===== src/rtl/video_pkg.sv =====
// video_pkg -- shared types and default timing for the composite video
// front end, sampled at 4*fsc NTSC (14.318 MHz).
//   SAMPLE_W_C      : signed sample width (also used by loop filter and NCO)
//   *_C constants   : default sync / burst / line timing in sample clocks
//   gate_state_t    : burst gate sequencer states
package video_pkg;

  localparam int SAMPLE_W_C     = 12;

  localparam int SYNC_LO_C      = -1200;
  localparam int SYNC_HI_C      = -900;
  localparam int SYNC_MIN_C     = 40;
  localparam int SYNC_MAX_C     = 100;
  localparam int BURST_DELAY_C  = 8;
  localparam int BURST_LEN_C    = 32;
  localparam int LINE_MIN_C     = 800;
  localparam int LINE_TIMEOUT_C = 1200;
  localparam int LOCK_COUNT_C   = 4;

  typedef enum logic [2:0] {
    SEEK      = 3'd0,
    IN_SYNC   = 3'd1,
    LONG_SYNC = 3'd2,
    BREEZEWAY = 3'd3,
    BURST     = 3'd4,
    HOLDOFF   = 3'd5
  } gate_state_t;

endpackage


===== src/rtl/sync_slicer.sv =====
// sync_slicer -- hysteresis sync comparator plus sync width counter.
//   clk, rst          : sample clock, async active-high reset
//   video_i           : signed composite sample
//   start_i           : first sync sample seen; width restarts at 1
//   count_i           : sequencer is inside a sync pulse; width advances
//   sync_level_o      : sample is below the enter-sync threshold
//   sync_end_o        : sample is at/above the exit-sync threshold
//   width_ok_o        : current width lies within SYNC_MIN..SYNC_MAX
//   width_max_o       : width has reached SYNC_MAX (next low sample overflows)
module sync_slicer
  import video_pkg::*;
#(
  parameter int SAMPLE_W = SAMPLE_W_C,
  parameter int SYNC_LO  = SYNC_LO_C,
  parameter int SYNC_HI  = SYNC_HI_C,
  parameter int SYNC_MIN = SYNC_MIN_C,
  parameter int SYNC_MAX = SYNC_MAX_C
) (
  input  logic                       clk,
  input  logic                       rst,
  input  logic signed [SAMPLE_W-1:0] video_i,
  input  logic                       start_i,
  input  logic                       count_i,
  output logic                       sync_level_o,
  output logic                       sync_end_o,
  output logic                       width_ok_o,
  output logic                       width_max_o
);

  localparam int WIDTH_W = $clog2(SYNC_MAX + 2);

  localparam logic signed [SAMPLE_W-1:0] LO_C  = SAMPLE_W'(SYNC_LO);
  localparam logic signed [SAMPLE_W-1:0] HI_C  = SAMPLE_W'(SYNC_HI);
  localparam logic [WIDTH_W-1:0]         MIN_C = WIDTH_W'(SYNC_MIN);
  localparam logic [WIDTH_W-1:0]         MAX_C = WIDTH_W'(SYNC_MAX);
  localparam logic [WIDTH_W-1:0]         ONE_C = WIDTH_W'(1);

  logic [WIDTH_W-1:0] width_q;
  logic [WIDTH_W-1:0] width_d;

  assign sync_level_o = (video_i < LO_C);
  assign sync_end_o   = (video_i >= HI_C);

  // Width stops one past SYNC_MAX so it can never wrap back into range.
  always_comb begin
    width_d = width_q;
    if (start_i) begin
      width_d = ONE_C;
    end else if (count_i && (width_q <= MAX_C)) begin
      width_d = width_q + ONE_C;
    end
  end

  always_ff @(posedge clk or posedge rst) begin
    if (rst) begin
      width_q <= '0;
    end else begin
      width_q <= width_d;
    end
  end

  assign width_ok_o  = (width_q >= MIN_C) && (width_q <= MAX_C);
  assign width_max_o = (width_q >= MAX_C);

endmodule


===== src/rtl/burst_gate.sv =====
// burst_gate -- qualifies horizontal sync by width and spacing and opens the
// colour-burst gate for the chroma PLL loop filter after each valid sync.
//   clk, rst      : sample clock, async active-high reset
//   video_in      : signed composite sample, one per clock
//   burst_active  : gate to the burst-averaging loop filter
//   hsync_pulse   : one-cycle strobe per valid sync
//   line_locked   : LOCK_COUNT consecutive good lines without a timeout
//
// state     | meaning
// SEEK      | waiting for a sample below SYNC_LO
// IN_SYNC   | inside a sync pulse, width being measured
// LONG_SYNC | pulse too wide (vertical broad pulse); wait for it to end
// BREEZEWAY | valid sync ended; delay before the burst
// BURST     | gate open for BURST_LEN cycles
// HOLDOFF   | video ignored until LINE_MIN cycles after sync start
module burst_gate
  import video_pkg::*;
#(
  parameter int SAMPLE_W     = SAMPLE_W_C,
  parameter int SYNC_LO      = SYNC_LO_C,
  parameter int SYNC_HI      = SYNC_HI_C,
  parameter int SYNC_MIN     = SYNC_MIN_C,
  parameter int SYNC_MAX     = SYNC_MAX_C,
  parameter int BURST_DELAY  = BURST_DELAY_C,
  parameter int BURST_LEN    = BURST_LEN_C,
  parameter int LINE_MIN     = LINE_MIN_C,
  parameter int LINE_TIMEOUT = LINE_TIMEOUT_C,
  parameter int LOCK_COUNT   = LOCK_COUNT_C
) (
  input  logic                       clk,
  input  logic                       rst,
  input  logic signed [SAMPLE_W-1:0] video_in,
  output logic                       burst_active,
  output logic                       hsync_pulse,
  output logic                       line_locked
);

  localparam int TMR_MAX = (BURST_DELAY > BURST_LEN) ? BURST_DELAY : BURST_LEN;
  localparam int TMR_W   = $clog2(TMR_MAX + 1);
  localparam int LINE_W  = $clog2(LINE_TIMEOUT + 1);
  localparam int GOOD_W  = $clog2(LOCK_COUNT + 1);

  localparam logic [TMR_W-1:0]  DELAY_C   = TMR_W'(BURST_DELAY);
  localparam logic [TMR_W-1:0]  LEN_M1_C  = TMR_W'(BURST_LEN - 1);
  localparam logic [TMR_W-1:0]  TMR_ONE_C = TMR_W'(1);
  localparam logic [LINE_W-1:0] LMIN_C    = LINE_W'(LINE_MIN);
  localparam logic [LINE_W-1:0] LTO_C     = LINE_W'(LINE_TIMEOUT);
  localparam logic [LINE_W-1:0] LINE_ONE_C = LINE_W'(1);
  localparam logic [GOOD_W-1:0] LOCK_C    = GOOD_W'(LOCK_COUNT);
  localparam logic [GOOD_W-1:0] LOCK_M1_C = GOOD_W'(LOCK_COUNT - 1);
  localparam logic [GOOD_W-1:0] GOOD_ONE_C = GOOD_W'(1);

  gate_state_t        state_q;
  logic [TMR_W-1:0]   tmr_q;
  logic [LINE_W-1:0]  line_cnt_q;
  logic [GOOD_W-1:0]  good_cnt_q;
  logic               burst_q;
  logic               hsync_q;
  logic               locked_q;

  logic sync_level;
  logic sync_end;
  logic width_ok;
  logic width_max;
  logic sync_start;
  logic timeout;

  sync_slicer #(
    .SAMPLE_W (SAMPLE_W),
    .SYNC_LO  (SYNC_LO),
    .SYNC_HI  (SYNC_HI),
    .SYNC_MIN (SYNC_MIN),
    .SYNC_MAX (SYNC_MAX)
  ) u_slicer (
    .clk          (clk),
    .rst          (rst),
    .video_i      (video_in),
    .start_i      (sync_start),
    .count_i      (state_q == IN_SYNC),
    .sync_level_o (sync_level),
    .sync_end_o   (sync_end),
    .width_ok_o   (width_ok),
    .width_max_o  (width_max)
  );

  assign sync_start = (state_q == SEEK) && sync_level;
  // A sync starting on the timeout cycle restarts the line count, so it
  // takes precedence over the timeout.
  assign timeout    = (line_cnt_q == LTO_C) && !sync_start;

  always_ff @(posedge clk or posedge rst) begin
    if (rst) begin
      state_q    <= SEEK;
      tmr_q      <= '0;
      line_cnt_q <= '0;
      good_cnt_q <= '0;
      burst_q    <= 1'b0;
      hsync_q    <= 1'b0;
      locked_q   <= 1'b0;
    end else begin
      hsync_q <= 1'b0;

      if (sync_start) begin
        line_cnt_q <= '0;
      end else if (line_cnt_q != LTO_C) begin
        line_cnt_q <= line_cnt_q + LINE_ONE_C;
      end

      if (timeout) begin
        locked_q   <= 1'b0;
        good_cnt_q <= '0;
      end

      case (state_q)
        SEEK: begin
          if (sync_level) begin
            state_q <= IN_SYNC;
          end
        end
        IN_SYNC: begin
          if (sync_end) begin
            if (width_ok) begin
              state_q <= BREEZEWAY;
              tmr_q   <= DELAY_C;
              hsync_q <= 1'b1;
              if (good_cnt_q != LOCK_C) begin
                good_cnt_q <= good_cnt_q + GOOD_ONE_C;
              end
              if (good_cnt_q >= LOCK_M1_C) begin
                locked_q <= 1'b1;
              end
            end else begin
              state_q <= SEEK;
            end
          end else if (width_max) begin
            state_q <= LONG_SYNC;
          end
        end
        LONG_SYNC: begin
          if (sync_end) begin
            state_q <= SEEK;
          end
        end
        // Timer loaded with BURST_DELAY expires one cycle late on purpose:
        // the gate register then rises exactly BURST_DELAY+1 edges after
        // the trailing edge of sync.
        BREEZEWAY: begin
          if (tmr_q == '0) begin
            state_q <= BURST;
            burst_q <= 1'b1;
            tmr_q   <= LEN_M1_C;
          end else begin
            tmr_q <= tmr_q - TMR_ONE_C;
          end
        end
        BURST: begin
          if (tmr_q == '0) begin
            state_q <= HOLDOFF;
            burst_q <= 1'b0;
          end else begin
            tmr_q <= tmr_q - TMR_ONE_C;
          end
        end
        HOLDOFF: begin
          if ((line_cnt_q >= LMIN_C) || timeout) begin
            state_q <= SEEK;
          end
        end
        default: begin
          state_q <= SEEK;
        end
      endcase
    end
  end

  assign burst_active = burst_q;
  assign hsync_pulse  = hsync_q;
  assign line_locked  = locked_q;

endmodule


===== config.mk =====
export PLATFORM = sky130hd
export DESIGN_NAME = burst_gate
export DESIGN_NICKNAME = d
export VERILOG_FILES = /design/src/rtl/video_pkg.sv /design/src/rtl/sync_slicer.sv /design/src/rtl/burst_gate.sv
export SDC_FILE = /design/constraint.sdc
export NUM_CORES = 1
export LEC_CHECK = 0
export BUFFER_PORTS_ARGS = -buffer_cell sky130_fd_sc_hd__buf_2
export CAP_MARGIN = 20
export CORE_MARGIN = 5
export CORE_UTILIZATION = 56
export DETAILED_ROUTE_END_ITERATION = 8
export GPL_TIMING_DRIVEN = 0
export MAX_ROUTING_LAYER = met4
export PLACE_DENSITY = 0.75
export SYNTH_ARGS = -nofsm -noshare
export SYNTH_HDL_FRONTEND = slang
export SYNTH_SLANG_ARGS = --single-unit
export TNS_END_PERCENT = 5

===== constraint.sdc =====
create_clock -name clk -period 2.8 [get_ports clk]
set_clock_uncertainty 0.15 [all_clocks]
set_input_delay 0.42 -clock clk [delete_from_list [all_inputs] [get_ports clk]]
set_output_delay 0.42 -clock clk [all_outputs]
set_load 0.1 [all_outputs]

==> out/results.txt <==
Run status -> completed
Final worst path period need -> 2.152 ns
Transition time at the pin with the least slew margin -> 0.5392 ns
Number of global-route vias before repair -> 1636
Core ar. -> 3606 um2
Hold slack -> 0.002567 ns
Post-synthesis net count -> 254
Number of buffers on the longest clock path -> 2
Leak Pwr -> 1.066 nW
Slowest cell on the critical path -> or4b_4
Placed wire-length estimate -> 3.000 mm
CP Launch Type -> flip-flop
Worst Reg-to-Reg Cells -> 7
H-tree depth reported by CTS -> 2
Placed cell count -> 295
Total Routed Length -> 4.017 mm
Clk sinks -> 33
Area enclosed by the die boundary -> 5003 um2
Port buffer count -> 14
Final-stage net count -> 276
Clock tree from TritonCTS -> built
Buffers inserted by post-CTS timing repair -> 0
Final weighted congestion of routability-driven global placement -> 0.8436
Router iterations before antenna repair -> 4
Share of the synthesized area in the top cell type -> 39.98%
Count of flip-flops with a built-in enable after synthesis -> 0
Max frequency -> 0.4646 GHz
Cell Pwr Density -> 913.4 nW/um2
Most frequent standard cell in the layout excluding fill and tap cells -> dfrtp_1
Number of cells produced by synthesis -> 232
Share of cells above drive strength 1 -> 14.51%
Number of storage elements in the synthesis netlist -> 33
Worst hold-check path type -> input pin to async pin
Remaining number of nets flagged by the antenna check after routing -> 0
Final antenna diode count -> 0
Worst IR drop on VDD -> 0.0004639 V
CP Class -> flip-flop to flip-flop
Number of top-level design ports -> 17
Residual overflow from global routing -> 0
Most instantiated flip-flop cell in the synthesis netlist -> dfrtp_1
Number of rows created at floorplan -> 22
Crit Reg-Reg Endpoint -> tmr_q[3]
Clock tree root buffer cell -> clkbuf_8
Largest driver fanout on the critical path -> 5
Count of maximum capacitance violations -> 0
Post-cts hold buffer count -> 0
Post-cts resize count -> 0
WL per Instance -> 13.26 um
Required time at the endpoint of the critical path -> 2.83 ns
Post-synthesis sequential area ratio -> 39.98%
Horiz. Die Dim -> 70.74 um
Post-synth design cell area -> 2066 um2
Vertical die dimension -> 70.74 um
Vias per cell -> 5.545
R2R Setup Slk -> 0.65 ns
Post-route fraction of the period consumed by the critical path -> 76.87%
Largest net degree at the start of global routing -> 23
Total vias in the final route -> 1680
Post-CTS clock slew at the launch and capture registers of the worst setup and hold paths -> 0.08 ns
Worst relative slew slack -> 64.02%
Post-synthesis cell type count -> 54
Cell taking the most area after synthesis -> dfrtp_1
Arr. time, crit path -> 2.18 ns
FF-to-FF Start -> tmr_q[0]
Starting density of the core -> 57.29%
Total CTS buffers -> 5
Most frequent cells in the layout -> 33 x dfrtp_1, 29 x nor2_1, 20 x nand2_1, 16 x inv_1, 16 x buf_2
Setup TNS -> 0 ns
Cell-by-cell listing of the critical path -> inv_1 > ha_1 > or4b_4 > o21ai_1 > a21o_1 > a21oi_1 > or3_1
Count of warnings emitted by yosys -> 0
Global router's overall resource usage -> 18.49%
Nature of the critical path endpoint -> flip-flop
Number of antenna violations at the first check in global routing -> 0
Proportion of register bits with asynchronous set or reset after synthesis -> 100.0%
Delay of the slowest cell on the worst path -> 0.48 ns
Mean instance size in the synthesized netlist -> 8.904 um2
Area grow syn2layout -> 11.81%
Clock latency reported for the late side of the worst-skew pair -> 0.30 ns
Count of routing violations after the opening detailed-route iteration -> 82
# DRC -> 0
Final count of pins violating max slew -> 0
Fin cells -> 303
Number of setup violations in the final report -> 0
First-pass GRT wire length -> 7.286 mm
Synth top area cells -> dfrtp_1 40%, nor2_1 5.3%, ha_1 4.8%
Setup repair after global routing missed its margin -> no
Final-report hold violation count -> 0
==> worst max path at each step <==
stage / startpoint / to / slack, ns
after floorplan: tmr_q[0] / tmr_q[3] / 0.80
after global placement: tmr_q[0] / tmr_q[3] / 0.68
after detailed placement: tmr_q[0] / tmr_q[3] / 0.66
after CTS: tmr_q[0] / tmr_q[3] / 0.65
after global routing: tmr_q[0] / state_q[0] / 0.52
final: tmr_q[0] / tmr_q[3] / 0.65
==> worst max-delay path: cells and delay by family, from the launching register on <==
family	cells	cell delay [ns]
simple gates	2	0.78
fa+ha+maj	1	0.21
flops	1	0.43
compound gates	3	0.36
buf+inv	1	0.10
==> layer usage <==
metal / routed length (um) / track usage, % / vias up
met1: 1943 / 23.63 / 793
met2: 1862 / 27.70 / 18
met5: 0 / - / -
met3: 114 / 5.398 / 9
met4: 97 / 7.098 / 0
li1: - / - / 860
==> synth_stat cells, types with 3 or more instances <==
library cell and instances:
nor2_1 29, a211oi_1 3, o21ai_1 7, ha_1 8, nand2_1 20, dfrtp_1 33, a31oi_1 4, nor2b_1 4
nand2b_1 6, nand3_1 9, o21ai_0 7, and2_1 3, clkbuf_1 4, and3_1 4, inv_1 16, xor2_1 10
a21oi_1 9, nand4_1 4, xnor2_1 6, nor3_1 4
==> area by class of cell <==
class,count,area [um2]
repair buffers,15,97.59
inverters,17,63.81
multi-input cells,175,1140
clock inverters,3,17.52
flip-flops and latches,33,825.8
well taps,48,60.06
clock buffers,5,68.82
plain buffers,7,36.28
fillers,316,1296
==> flip-flops by register name, summed over array words and instances (netlist names) <==
| signal | flops |
|---|---|
| burst_active | 1 |
| good_cnt_q | 3 |
| hsync_pulse | 1 |
| line_cnt_q | 11 |
| line_locked | 1 |
| state_q | 3 |
| tmr_q | 6 |
| u_slicer.width_q | 7 |
==> through the flow <==
stage	utilization, %	worst slack, ns	area, um2	total power [mW]
2_1_floorplan	-	0.8024	2066	1.555
3_3_place_gp	60.90	0.6792	2196	1.725
3_5_place_dp	61.66	0.6595	2223	1.756
4_1_cts	64.05	0.6502	2310	2.121
5_1_grt	64.05	0.5198	2310	2.304
6_report	64.05	0.6478	2310	2.110
==> report_power, final <==
part / total, mW / switching, mW / internal, mW
clock network: 0.363 / 0.192 / 0.171
logic: 0.933 / 0.528 / 0.405
registers: 0.813 / 0.171 / 0.643
total: 2.11 / 0.891 / 1.22
==> kinds of logic after synthesis <==
| logic type | after synthesis | synth area share [%] |
|---|---|---|
| AO/OA/AOI/OAI | 49 | 16.72 |
| multiplexers | 3 | 1.514 |
| flip-flops | 33 | 39.98 |
| XOR/XNOR | 16 | 6.784 |
| adder cells (fa/ha/maj) | 8 | 4.846 |
| AND/OR/NAND/NOR | 99 | 25.32 |
| buffers and inverters | 24 | 4.845 |
No activity file was read; power rests on OpenSTA's default activity.
